[src/rtl/line_track_pkg.sv]
`default_nettype none
//============================================================================
// Module      : line_track_pkg
// Description : Shared types and codes for the line-following controller:
//               controller state enum, motor speed codes and motor
//               direction (choose) codes.
// Revision    : 1.0 - initial release
//============================================================================
package line_track_pkg;

    typedef enum logic [2:0] {
        IDLE    = 3'd0,
        TRACK   = 3'd1,
        SEARCH  = 3'd2,
        REVERSE = 3'd3,
        STOP    = 3'd4
    } state_t;

    // speed output codes
    localparam logic [1:0] SPD_STOP = 2'b00;
    localparam logic [1:0] SPD_SLOW = 2'b01;
    localparam logic [1:0] SPD_FAST = 2'b10;

    // motor direction (choose) output codes
    localparam logic [1:0] MOT_BRAKE = 2'b00;
    localparam logic [1:0] MOT_FWD   = 2'b01;
    localparam logic [1:0] MOT_REV   = 2'b10;

endpackage : line_track_pkg
`default_nettype wire

[src/rtl/sensor_debounce.sv]
`default_nettype none
//============================================================================
// Module      : sensor_debounce
// Description : Single-bit debouncer. The output level flips only after
//               DEB_CNT consecutive samples that differ from it; any
//               agreeing sample restarts the count.
// Ports       : clk      - sample clock (rising edge)
//               rst      - asynchronous active-low reset
//               i_sample - synchronised input bit
//               o_level  - debounced level
// Revision    : 1.0 - initial release
//============================================================================
module sensor_debounce #(
    parameter int DEB_CNT = 4
) (
    input  logic clk,
    input  logic rst,
    input  logic i_sample,
    output logic o_level
);

    // counter only needs to reach DEB_CNT-1: the DEB_CNT-th mismatch flips
    // the level directly instead of being stored
    localparam int                 c_cnt_w = (DEB_CNT > 1) ? $clog2(DEB_CNT) : 1;
    localparam logic [c_cnt_w-1:0] c_last  = c_cnt_w'(DEB_CNT - 1);

    logic [c_cnt_w-1:0] r_cnt;
    logic               r_level;

    always_ff @(posedge clk or negedge rst) begin
        if (!rst) begin
            r_cnt   <= '0;
            r_level <= 1'b0;
        end else if (i_sample != r_level) begin
            if (r_cnt == c_last) begin
                r_level <= ~r_level;
                r_cnt   <= '0;
            end else begin
                r_cnt <= r_cnt + 1'b1;
            end
        end else begin
            r_cnt <= '0;
        end
    end

    assign o_level = r_level;

endmodule : sensor_debounce
`default_nettype wire

[src/rtl/line_tracker.sv]
`default_nettype none
//============================================================================
// Module      : line_tracker
// Description : Line-following controller. Debounces N_SENS IR sensors,
//               steers proportionally to the centre of the outer active
//               sensors, and on line loss searches, reverses, then stops.
// Ports       : clk_100   - 100 Hz control tick (rising edge)
//               rst       - asynchronous active-low reset
//               switch    - run enable, 0 forces IDLE
//               road_flag - raw sensor bits, MSB leftmost, 1 = line
//               dir       - steering code, 0 full left, CENTER straight
//               speed     - 00 stop, 01 slow, 10 fast
//               choose    - 00 brake, 01 forward, 10 reverse
//               lost      - high only while stopped after failed recovery
// Revision    : 1.0 - initial release
//============================================================================
module line_tracker
    import line_track_pkg::*;
#(
    parameter int N_SENS       = 4,
    parameter int DIR_W        = 3,
    parameter int DEB_CNT      = 4,
    parameter int LOST_TIMEOUT = 200,
    parameter int REV_TICKS    = 100
) (
    input  logic              clk_100,
    input  logic              rst,
    input  logic              switch,
    input  logic [N_SENS-1:0] road_flag,
    output logic [DIR_W-1:0]  dir,
    output logic [1:0]        speed,
    output logic [1:0]        choose,
    output logic              lost
);

    localparam int               c_center_i = (2 ** (DIR_W - 1)) - 1;
    localparam logic [DIR_W-1:0] c_center   = DIR_W'(c_center_i);
    localparam logic [DIR_W-1:0] c_full_r   = DIR_W'(2 * c_center_i);
    localparam int               c_idx_w    = $clog2(N_SENS);
    localparam int               c_cnt_max  = (LOST_TIMEOUT > REV_TICKS) ? LOST_TIMEOUT : REV_TICKS;
    localparam int               c_cnt_w    = $clog2(c_cnt_max + 1);

    localparam logic [c_cnt_w-1:0] c_cnt_sat  = c_cnt_w'(c_cnt_max);
    localparam logic [c_cnt_w-1:0] c_lost_end = c_cnt_w'(LOST_TIMEOUT - 1);
    localparam logic [c_cnt_w-1:0] c_rev_end  = c_cnt_w'(REV_TICKS - 1);

    logic [N_SENS-1:0]  r_sync;
    logic [N_SENS-1:0]  w_deb;
    logic [c_idx_w-1:0] w_hi;
    logic [c_idx_w-1:0] w_lo;
    logic [31:0]        w_sum;
    logic [DIR_W-1:0]   w_dir_track;
    logic [DIR_W-1:0]   w_search_dir;
    logic [DIR_W-1:0]   w_rev_dir;

    state_t             r_state;
    state_t             w_next_state;
    logic [c_cnt_w-1:0] r_cnt;
    logic [DIR_W-1:0]   r_last_dir;
    logic [DIR_W-1:0]   r_dir;
    logic [1:0]         r_speed;
    logic [1:0]         r_choose;
    logic               r_lost;
    logic [DIR_W-1:0]   w_next_dir;
    logic [1:0]         w_next_speed;
    logic [1:0]         w_next_choose;
    logic               w_next_lost;

    //------------------------------------------------------------------
    // Input synchroniser and per-sensor debounce
    //------------------------------------------------------------------
    always_ff @(posedge clk_100 or negedge rst) begin
        if (!rst) begin
            r_sync <= '0;
        end else begin
            r_sync <= road_flag;
        end
    end

    generate
        for (genvar g = 0; g < N_SENS; g++) begin : g_sens
            sensor_debounce #(
                .DEB_CNT (DEB_CNT)
            ) u_deb (
                .clk      (clk_100),
                .rst      (rst),
                .i_sample (r_sync[g]),
                .o_level  (w_deb[g])
            );
        end
    endgenerate

    //------------------------------------------------------------------
    // Outer-sensor priority encoders and proportional scaling.
    // With i = N_SENS-1-bit, i_left + i_right = 2(N_SENS-1) - b_hi - b_lo.
    //------------------------------------------------------------------
    always_comb begin
        w_hi = '0;
        w_lo = '0;
        for (int b = 0; b < N_SENS; b++) begin
            if (w_deb[b]) w_hi = c_idx_w'(b);
        end
        for (int b = N_SENS - 1; b >= 0; b--) begin
            if (w_deb[b]) w_lo = c_idx_w'(b);
        end
    end

    assign w_sum = 32'(2 * (N_SENS - 1)) - 32'(w_hi) - 32'(w_lo);

    // No line at all has no meaningful position; report straight ahead.
    always_comb begin
        if ((w_deb == '0) || (&w_deb)) begin
            w_dir_track = c_center;
        end else begin
            w_dir_track = DIR_W'((w_sum * 32'(2 * c_center_i)) / 32'(2 * (N_SENS - 1)));
        end
    end

    always_comb begin
        if (r_last_dir < c_center) begin
            w_search_dir = '0;
        end else if (r_last_dir > c_center) begin
            w_search_dir = c_full_r;
        end else begin
            w_search_dir = c_center;
        end
    end

    assign w_rev_dir = c_full_r - w_search_dir;

    //------------------------------------------------------------------
    // Controller FSM: next state, then outputs of the state being entered
    // so that every output is registered alongside the state.
    //------------------------------------------------------------------
    always_comb begin
        w_next_state  = r_state;
        w_next_dir    = c_center;
        w_next_speed  = SPD_STOP;
        w_next_choose = MOT_BRAKE;
        w_next_lost   = 1'b0;

        if (!switch) begin
            w_next_state = IDLE;
        end else begin
            case (r_state)
                IDLE:    w_next_state = TRACK;
                TRACK:   if (w_deb == '0) w_next_state = SEARCH;
                // reacquisition is tested first so it beats a timeout
                SEARCH: begin
                    if (w_deb != '0)             w_next_state = TRACK;
                    else if (r_cnt == c_lost_end) w_next_state = REVERSE;
                end
                REVERSE: begin
                    if (w_deb != '0)            w_next_state = TRACK;
                    else if (r_cnt == c_rev_end) w_next_state = STOP;
                end
                STOP:    w_next_state = STOP;
                default: w_next_state = IDLE;
            endcase
        end

        case (w_next_state)
            TRACK: begin
                w_next_dir    = w_dir_track;
                w_next_speed  = (w_dir_track == c_center) ? SPD_FAST : SPD_SLOW;
                w_next_choose = MOT_FWD;
            end
            SEARCH: begin
                w_next_dir    = w_search_dir;
                w_next_speed  = SPD_SLOW;
                w_next_choose = MOT_FWD;
            end
            REVERSE: begin
                w_next_dir    = w_rev_dir;
                w_next_speed  = SPD_SLOW;
                w_next_choose = MOT_REV;
            end
            STOP: begin
                w_next_lost = 1'b1;
            end
            default: begin
                w_next_dir = c_center;
            end
        endcase
    end

    always_ff @(posedge clk_100 or negedge rst) begin
        if (!rst) begin
            r_state    <= IDLE;
            r_cnt      <= '0;
            r_last_dir <= c_center;
            r_dir      <= c_center;
            r_speed    <= SPD_STOP;
            r_choose   <= MOT_BRAKE;
            r_lost     <= 1'b0;
        end else begin
            r_state  <= w_next_state;
            r_dir    <= w_next_dir;
            r_speed  <= w_next_speed;
            r_choose <= w_next_choose;
            r_lost   <= w_next_lost;

            if (w_next_state == TRACK) begin
                r_last_dir <= w_dir_track;
            end

            // restart timing on every state change; park at the top value
            if (w_next_state != r_state) begin
                r_cnt <= '0;
            end else if (r_cnt != c_cnt_sat) begin
                r_cnt <= r_cnt + 1'b1;
            end
        end
    end

    assign dir    = r_dir;
    assign speed  = r_speed;
    assign choose = r_choose;
    assign lost   = r_lost;

endmodule : line_tracker
`default_nettype wire

[config.mk]
export PLATFORM = sky130hd
export DESIGN_NAME = line_tracker
export DESIGN_NICKNAME = d
export VERILOG_FILES = /design/src/rtl/line_track_pkg.sv /design/src/rtl/sensor_debounce.sv /design/src/rtl/line_tracker.sv
export SDC_FILE = /design/constraint.sdc
export NUM_CORES = 1
export LEC_CHECK = 0
export CAP_MARGIN = 20
export CORE_ASPECT_RATIO = 0.7
export CORE_MARGIN = 2
export CORE_UTILIZATION = 30
export CTS_BUF_LIST = sky130_fd_sc_hd__clkbuf_4
export CTS_CLUSTER_DIAMETER = 30
export DETAILED_ROUTE_END_ITERATION = 7
export PLACE_DENSITY_LB_ADDON = 0.1
export SLEW_MARGIN = 40
export SYNTH_ARGS = -nofsm -noshare
export SYNTH_HDL_FRONTEND = slang
export SYNTH_SLANG_ARGS = --single-unit
[constraint.sdc]
create_clock -name clk_100 -period 11.47 [get_ports clk_100]
set_input_delay 2.8675 -clock clk_100 [delete_from_list [all_inputs] [get_ports clk_100]]
set_output_delay 2.8675 -clock clk_100 [all_outputs]
set_load 0.05 [all_outputs]
# == Word level (Yosys, flattened, before mapping) ==
# Index checks and enable logic that the tools add are counted.
# totals
ff_bits,38
in_bits,7
out_inout_bits,8
# classes
muxes,32
n_eq_ne,21
div_mod_pow,1
bitwise,4
n_addsub,8
mul,1
magnitude_cmp,2
reduce_logical,12
# op_table
operator,n
"divider 32 x 3 -> 32 bit, second input constant",1
"multiplier 32 x 2 -> 31 bit, second input constant",1
2-to-1 mux 2 bit,15
2-to-1 mux 3 bit,9
2-to-1 mux 8 bit,2
"== test 3 x 2 -> 1 bit, second input constant",5
case mux 3 bit (5 select lines),1
case mux 3 bit (3 select lines),1
"adder 2 x 1 -> 2 bit, second input constant",4
"adder 8 x 1 -> 8 bit, second input constant",1
"== test 2 bit, second input constant",4
"== test 8 x 7 -> 1 bit, second input constant",1
"== test 8 bit, second input constant",1
"!= test 8 bit, second input constant",1
case mux 2 bit (2 select lines),2
AND reduction 2 bit,4
"== test 3 x 1 -> 1 bit, second input constant",2
"== test 3 bit, second input constant",2
subtractor 4 x 3 -> 5 bit,1
zero test 4 bit,1
!= test 1 bit,4
inverter 1 bit,4
AND reduction 4 bit,1
nonzero test 4 bit,1
10 further kinds,12

# == Logic depth before layout (Yosys ltp) ==
# Gate-level depths: netlist of run 1.
# logic_depth
word_depth,11
mapped_depth,19
depth_no_buf,17

# == Hierarchy ==
# From an unflattened synthesis of run 1, not the netlist that was laid out.
# unflattened
cells_unflattened,272
hier_area_um2,2592.5
# by_module_without_submodules
module,area_each_um2,n_inst,cells_per_inst
line_tracker,2097.0,1,240
sensor_debounce,123.9,4,8

# == Worst setup path after synthesis of run 1 ==
# OpenSTA, ideal clock, no wires.
# synth_path
kind,reg-to-reg
startpoint,register g_sens[2].u_deb.r_level
endpoint,register r_last_dir[1]
setup_slack_ns,7.014
n_path_buf,2
period_less_slack_ns,4.456
t_arrival_ns,4.374
stages_incl_launch_ff,20
setup_ns,0.082
t_required_ns,11.388
path_cell_list,dfrtp_1 > inv_1 > a21oi_1 > inv_1 > ha_1 > fa_1 > inv_1 > ha_1 > inv_1 > fa_1 > buf_6 > nand2b_1 > a21o_1 > buf_6 > and3_1 > o311a_1 > or4_4 > a21boi_2 > nand4_1 > mux2_2
# synth_between
elab_chain_cells,7
word_cells_on_any_way,20
# synth_lines
item,line,rtl
start: declaration,sensor_debounce.sv:28,logic r_level;
start signal: assignment,sensor_debounce.sv:36,r_level <= ~r_level;
2-to-1 mux 2 bit (on tied branches) (2 in a row),"line_tracker.sv:101, line_tracker.sv:104",
subtractor 3 x 2 -> 4 bit / 2-to-1 mux 2 bit (equally long branches),"line_tracker.sv:108, line_tracker.sv:104",
subtractor 4 x 3 -> 5 bit,line_tracker.sv:108,assign w_sum = 32'(2 * (N_SENS - 1)) - 32'(w_hi) - 32'(w_lo);
multiplier 32 x 2 -> 31 bit,line_tracker.sv:115,w_dir_track = DIR_W'((w_sum * 32'(2 * c_center_i)) / 32'(2 * (N_SENS - 1)));
divider 32 x 3 -> 32 bit,line_tracker.sv:115,
2-to-1 mux 3 bit,line_tracker.sv:112,if ((w_deb == '0) || (&w_deb)) begin
end signal: assignment,line_tracker.sv:191,r_last_dir <= c_center;
end signal: assignment,line_tracker.sv:204,r_last_dir <= w_dir_track;
end: declaration,line_tracker.sv:59,logic [DIR_W-1:0] r_last_dir;
# Parallel ways exist; a longest one is shown, timed or not.
# A chain may end at the register's enable or synchronous reset.

# == Worst setup path after layout of run 1 ==
# Same ends and word-level chain as after synthesis.

==> results.cfg, run 1 <==
[drt]
avgViaCountPerCell = 4.93
ant_nets = 0
routedWlPerCell_um = 13.1
wirelength_um = 4790
first_pass_iters = 4
drtIter0Drc = 97
route.detailed.drc = 0
vias = 1810

[sta]
fin_setup_tns_ns = 0
fmax_ghz = 0.205
tightest_slew_ns = 0.603
drv_slew = 0
finalHoldViolations = 0
hold-worst-slack_ns = 0.447
setup_viol = 0
min_period_ns = 4.89
maxSlewHeadroom = 0.595
final.setup_skew_ns = 0.0107
rsz0062_at_grt = false
fin_crit_sh = 0.426

[logic_synthesis]
ys_warn_count = 0
synth-simple-area-share = 0.228
synth-compound-area-share = 0.134
ys_top_cells_by_area = dfrtp_1, ha_1, dfstp_2
ys_seq_area_frac = 0.396
post-synth-top-count-cell = dfrtp_1
synth_common_cells = dfrtp_1, nor2_1, ha_1, inv_1, nand2_1
yosysTopAreaCellShare = 0.353
synth.avg_cell_area_sq_um = 9.61
synth_area_leader_cell = dfrtp_1
synth-seq-cells = 38
syn_area_sq_um = 2410
synthMuxAreaShare = 0.0311
synth_flop_cell = dfrtp_1
netlist_instances = 251
synth_top_family_by_area = simple AND/OR/NAND/NOR gates
synth_adder_area_share = 0.105
ys_types = 58
yosys.area_share.xor_xnor = 0.0612
synth_edf_count = 0
syn-num-nets = 277
async_flop_share = 1.00

[floorplanning]
fp.dieH_um = 79.0
start_util = 0.308
ios = 15
dieArea_sq_um = 8780
fp.coreArea_sq_um = 7840
rows = 27
dieWidth_um = 111

[place]
dp_cells = 359
numPortBuffers = 14
place_congestion = 0.790
place_hpwl_um = 3600

[clock_tree]
insertion_delay_ns = 0.33
cts_buffer_depth = 2
cts_buffers = 5
postCtsSetupBuffers = 0
root_buffer = clkbuf_4
cts_tree = done
clock_sinks = 38
path_clk_slew_ns = 0.11
cts-hold-fix-buffers = 0
postCtsResizedCells = 0
htreeDepth = 2

[min_path]
hp-class = reg2reg
whs_path_depth = 1
min_to = g_sens[3].u_deb.r_cnt[0]$_DFF_PN0_
min_from = g_sens[3].u_deb.r_cnt[0]$_DFF_PN0_

[worst_setup_path]
reg2reg_to = r_last_dir[1]$_DFFE_PN1P_
critical_path_class = reg2reg
worstPathArrival_ns = 5.16
worstPathRequired_ns = 11.74
critPathSlowestCell = fa_1
setup.worst_path.end_class = flip-flop
worstSetupStartpointType = flip-flop
r2r_slack_ns = 6.58
cp_cell_sequence = inv_1, a21oi_1, inv_1, ha_1, fa_1, inv_1, ha_1, inv_1, fa_1, xnor2_2, nor2_1, and3_1, o311a_1, or4_4, a21boi_2, nand4_1, mux2_2
slowest_delay_ns = 0.59
crit_top_cell = inv_1
crit_fanout = 9
reg2reg_from = g_sens[2].u_deb.o_level$_DFFE_PN0P_
ff2ff_path_depth = 17

[grt]
antenna_found_initial = 0
grt_pass1_wl_um = 8330
grt_max_degree = 39
grt-ovfl-total = 0
grt_pass1_vias = 1674
grt_usage = 0.116

[cells_and_area]
num_antenna_cells = 0
nets = 291
final_cells = 367
layout-drive-gt1-share = 0.0789
area_growth_pct = 11.3

[status]
status = finished clean

[job]
maxCapViolCount = 0
-- placed cells by master (no fill, tap or decap), types with 6 or more instances in the layout --
cell type,instances
clkdlybuf4s50_1,13
xnor2_1,9
nor2_1,26
a21oi_1,10
dfrtp_1,34
nor3_1,6
nor2b_1,9
inv_1,15
nand2_1,15
nand3_1,11
xor2_1,6
ha_1,17
-- layout make-up --
type                    instances  area [sq um]
repair buffers                 15           145
well taps                     101           126
fillers                       817          5150
multi-input cells             190          1350
clock inverters                 3          11.3
inverters                      15          56.3
clock buffers                   5          37.5
flip-flops and latches         38           956
-- cell families after synthesis --
| group | Yosys count |
|---|---|
| DFF | 38 |
| buffers and inverters | 23 |
| and+or+nand+nor | 101 |
| muxes | 7 |
| adders and majority gates | 19 |
| xor gates and xnor gates | 16 |
| AOI/OAI and AO/OA | 47 |
-- worst max path at each step --
stage	startpoint	endpoint	slack [ns]
after floorplan	g_sens[2].u_deb.o_level$_DFFE_PN0P_	r_last_dir[1]$_DFFE_PN1P_	7.01
after global placement	g_sens[2].u_deb.o_level$_DFFE_PN0P_	dir[1]$_DFF_PN1_	6.71
after detailed placement	g_sens[2].u_deb.o_level$_DFFE_PN0P_	dir[1]$_DFF_PN1_	6.57
after CTS	g_sens[2].u_deb.o_level$_DFFE_PN0P_	dir[1]$_DFF_PN1_	6.57
after global routing	g_sens[2].u_deb.o_level$_DFFE_PN0P_	dir[1]$_DFF_PN1_	6.20
final	g_sens[2].u_deb.o_level$_DFFE_PN0P_	r_last_dir[1]$_DFFE_PN1P_	6.58
-- flip-flops by register name, indices dropped and copies added (netlist names) --
name                  count
r_last_dir                3
dir                       3
choose                    2
speed                     2
g_sens.u_deb.o_level      4
lost                      1
r_cnt                     8
r_sync                    4
g_sens.u_deb.r_cnt        8
r_state                   3
-- per-stage QoR --
step | util | cell area (sq um) | setup slack, ns
6_report | 0.342 | 2680 | 6.58
3_3_place_gp | 0.336 | 2630 | 6.71
3_5_place_dp | 0.336 | 2630 | 6.57
5_1_grt | 0.342 | 2680 | 6.20
2_1_floorplan | - | 2410 | 7.01
4_1_cts | 0.342 | 2680 | 6.57
-- critical path, delay by kind of cell (launching register included) --
family / cells / cell delay, ns
flops: 1 / 0.44
buf+inv: 4 / 0.35
xor+xnor: 1 / 0.44
mux: 1 / 0.29
simple gates: 4 / 1.03
fa+ha+maj: 4 / 1.66
compound gates: 3 / 0.64
-- per-layer routing --
layer / global-route usage / share of wire / vias up
li1: - / - / 917
met1: 0.193 / 0.58 / 847
met2: 0.143 / 0.36 / 44
met3: 0.0298 / 0.054 / 2
met4: 0.0272 / 0.0040 / 0
met5: 0 / 0 / -
Power of run 1 is left out: the tool's default activity adds up to more than one toggle a clock period on the data nets, which glitch-free logic cannot reach.
==> inputs of run 2 (changes only) <==
==> constraint.sdc (replaced) <==
create_clock -name clk_100 -period 5 [get_ports clk_100]
set_input_delay 1.25 -clock clk_100 [delete_from_list [all_inputs] [get_ports clk_100]]
set_output_delay 1.25 -clock clk_100 [all_outputs]
set_load 0.05 [all_outputs]
==> run 2 against run 1 <==
Cell area rose by 1.5%. Register-to-register slack got worse by 6.2 ns. Sequential share of layout area fell by 0.54 points. First-iteration DRC count rose by 19%. Wire length rose by 0.42%. Critical path depth rose by 1. Core utilization rose by 0.53 points. Largest cell class unchanged.
==> results.cfg, run 2 (synthesis gave the netlist of run 1 again) <==
[grt]
grt_max_degree = 39
antenna_found_initial = 0
grt_usage = 0.114
grt_pass1_vias = 1741
grt_pass1_wl_um = 8180
grt-ovfl-total = 0

[cells_and_area]
final-seq-area_sq_um = 956
layout-drive-gt1-share = 0.111
area_growth_pct = 13.0
final_cell_mix = dfrtp_1, nor2_1, ha_1
layout_commonest_cell = dfrtp_1
stdcell_area_sq_um = 2720
largestRegisters = g_sens.u_deb.r_cnt: 8 flops, r_cnt: 8 flops
multi_input_area_sq_um = 1360
nets = 295
num_antenna_cells = 0
nFillCells = 828

[job]
maxCapViolCount = 0

[sta]
tightest_slew_ns = 0.607
finalHoldViolations = 0
fin_setup_tns_ns = 0
drv_slew = 0
fin_crit_sh = 0.926
rsz0062_at_grt = false
setup_viol = 0
maxSlewHeadroom = 0.593
final.setup_skew_ns = 0.00504
fmax_ghz = 0.216
min_period_ns = 4.63

[floorplanning]
fp.dieH_um = 79.0
dieWidth_um = 111
dieArea_sq_um = 8780
rows = 27
ios = 15
fp.coreArea_sq_um = 7840
start_util = 0.308

[place]
place_hpwl_um = 3560
numPortBuffers = 14
place_congestion = 0.786
placed_cell_area_sq_um = 2660

[status]
status = finished clean

[min_path]
whs_path_depth = 1
hp-class = reg2reg

[worst_setup_path]
crit_start = g_sens[2].u_deb.o_level$_DFFE_PN0P_
endpoint = dir[1]$_DFF_PN1_
worstPathRequired_ns = 5.28
worstPathArrival_ns = 4.91
setup.worst_path.end_class = flip-flop
critical_path_class = reg2reg
reg2reg_from = g_sens[2].u_deb.o_level$_DFFE_PN0P_
reg2reg_to = dir[1]$_DFF_PN1_
r2r_slack_ns = 0.37
ff2ff_path_depth = 18
worstSetupStartpointType = flip-flop
crit_fanout = 8

[clock_tree]
root_buffer = clkbuf_4
cts_buffer_depth = 2
clock_sinks = 38
cts_buffers = 5
path_clk_slew_ns = 0.12
cts_tree = done
postCtsSetupBuffers = 0
cts-hold-fix-buffers = 0
postCtsResizedCells = 0
insertion_delay_ns = 0.34
htreeDepth = 2

[drt]
vias = 1845
ant_nets = 0
routedWlPerCell_um = 13.0
first_pass_iters = 4
wirelength_um = 4810
avgViaCountPerCell = 4.97
route.detailed.drc = 0
drtIter0Drc = 115
==> run 2: cell types whose count changed in the layout (fill, tap and decap cells not counted), sizes merged <==
cell / previous run / this run
buf: 2 / 6
clkinv: 3 / 2
clkbuf: 5 / 6
==> run 2: worst min path at each step <==
stage / slack, ns / start / end
final: 0.45 / g_sens[3].u_deb.r_cnt[0]$_DFF_PN0_ / g_sens[3].u_deb.r_cnt[0]$_DFF_PN0_
after global routing: 0.47 / g_sens[0].u_deb.r_cnt[0]$_DFF_PN0_ / g_sens[0].u_deb.r_cnt[0]$_DFF_PN0_
after CTS: 0.45 / g_sens[3].u_deb.r_cnt[0]$_DFF_PN0_ / g_sens[3].u_deb.r_cnt[0]$_DFF_PN0_
after detailed placement: 0.43 / g_sens[1].u_deb.r_cnt[0]$_DFF_PN0_ / g_sens[1].u_deb.r_cnt[0]$_DFF_PN0_
after global placement: 0.43 / g_sens[2].u_deb.r_cnt[0]$_DFF_PN0_ / g_sens[2].u_deb.r_cnt[0]$_DFF_PN0_
after floorplan: 0.41 / g_sens[0].u_deb.r_cnt[0]$_DFF_PN0_ / g_sens[0].u_deb.r_cnt[0]$_DFF_PN0_
==> run 2: cell type report <==
type	instances	share of cell area
multi-input cells	190	0.498
well taps	101	0.0464
clock inverters	2	0.00322
repair buffers	19	0.0643
flip-flops and latches	38	0.351
inverters	15	0.0207
clock buffers	6	0.0165
==> run 2: through the flow <==
stage	setup WS, ns	utilization	hold WS (ns)	std cells
floorplan	0.544	-	0.414	251
global placement	0.337	0.340	0.430	363
detailed placement	0.247	0.340	0.432	363
CTS	0.221	0.347	0.453	371
global route	0.0593	0.348	0.465	371
finish	0.370	0.348	0.445	371
==> run 2: layer usage <==
metal / wire (um) / part of all wire / vias up / GRT usage
li1: - / - / 930 / -
met1: 2810 / 0.58 / 878 / 0.183
met2: 1760 / 0.37 / 35 / 0.150
met3: 220 / 0.046 / 2 / 0.0313
met4: 19 / 0.0039 / 0 / 0.0235
met5: 0 / 0 / - / 0
==> run 2: worst max-delay path, cell delays in order, from the launching register on <==
cell and delay, ns:
dfrtp_1 0.43, inv_1 0.09, a21oi_1 0.20, inv_1 0.06
ha_1 0.33, fa_2 0.64, inv_1 0.07, ha_1 0.24
inv_1 0.08, fa_2 0.30, nand2b_1 0.15, a21oi_1 0.17
buf_4 0.20, and3_1 0.16, o311a_1 0.29, or4_4 0.55
a21boi_2 0.15, nand4_1 0.14, o221a_1 0.30
Power of run 2 is left out for the same reason.
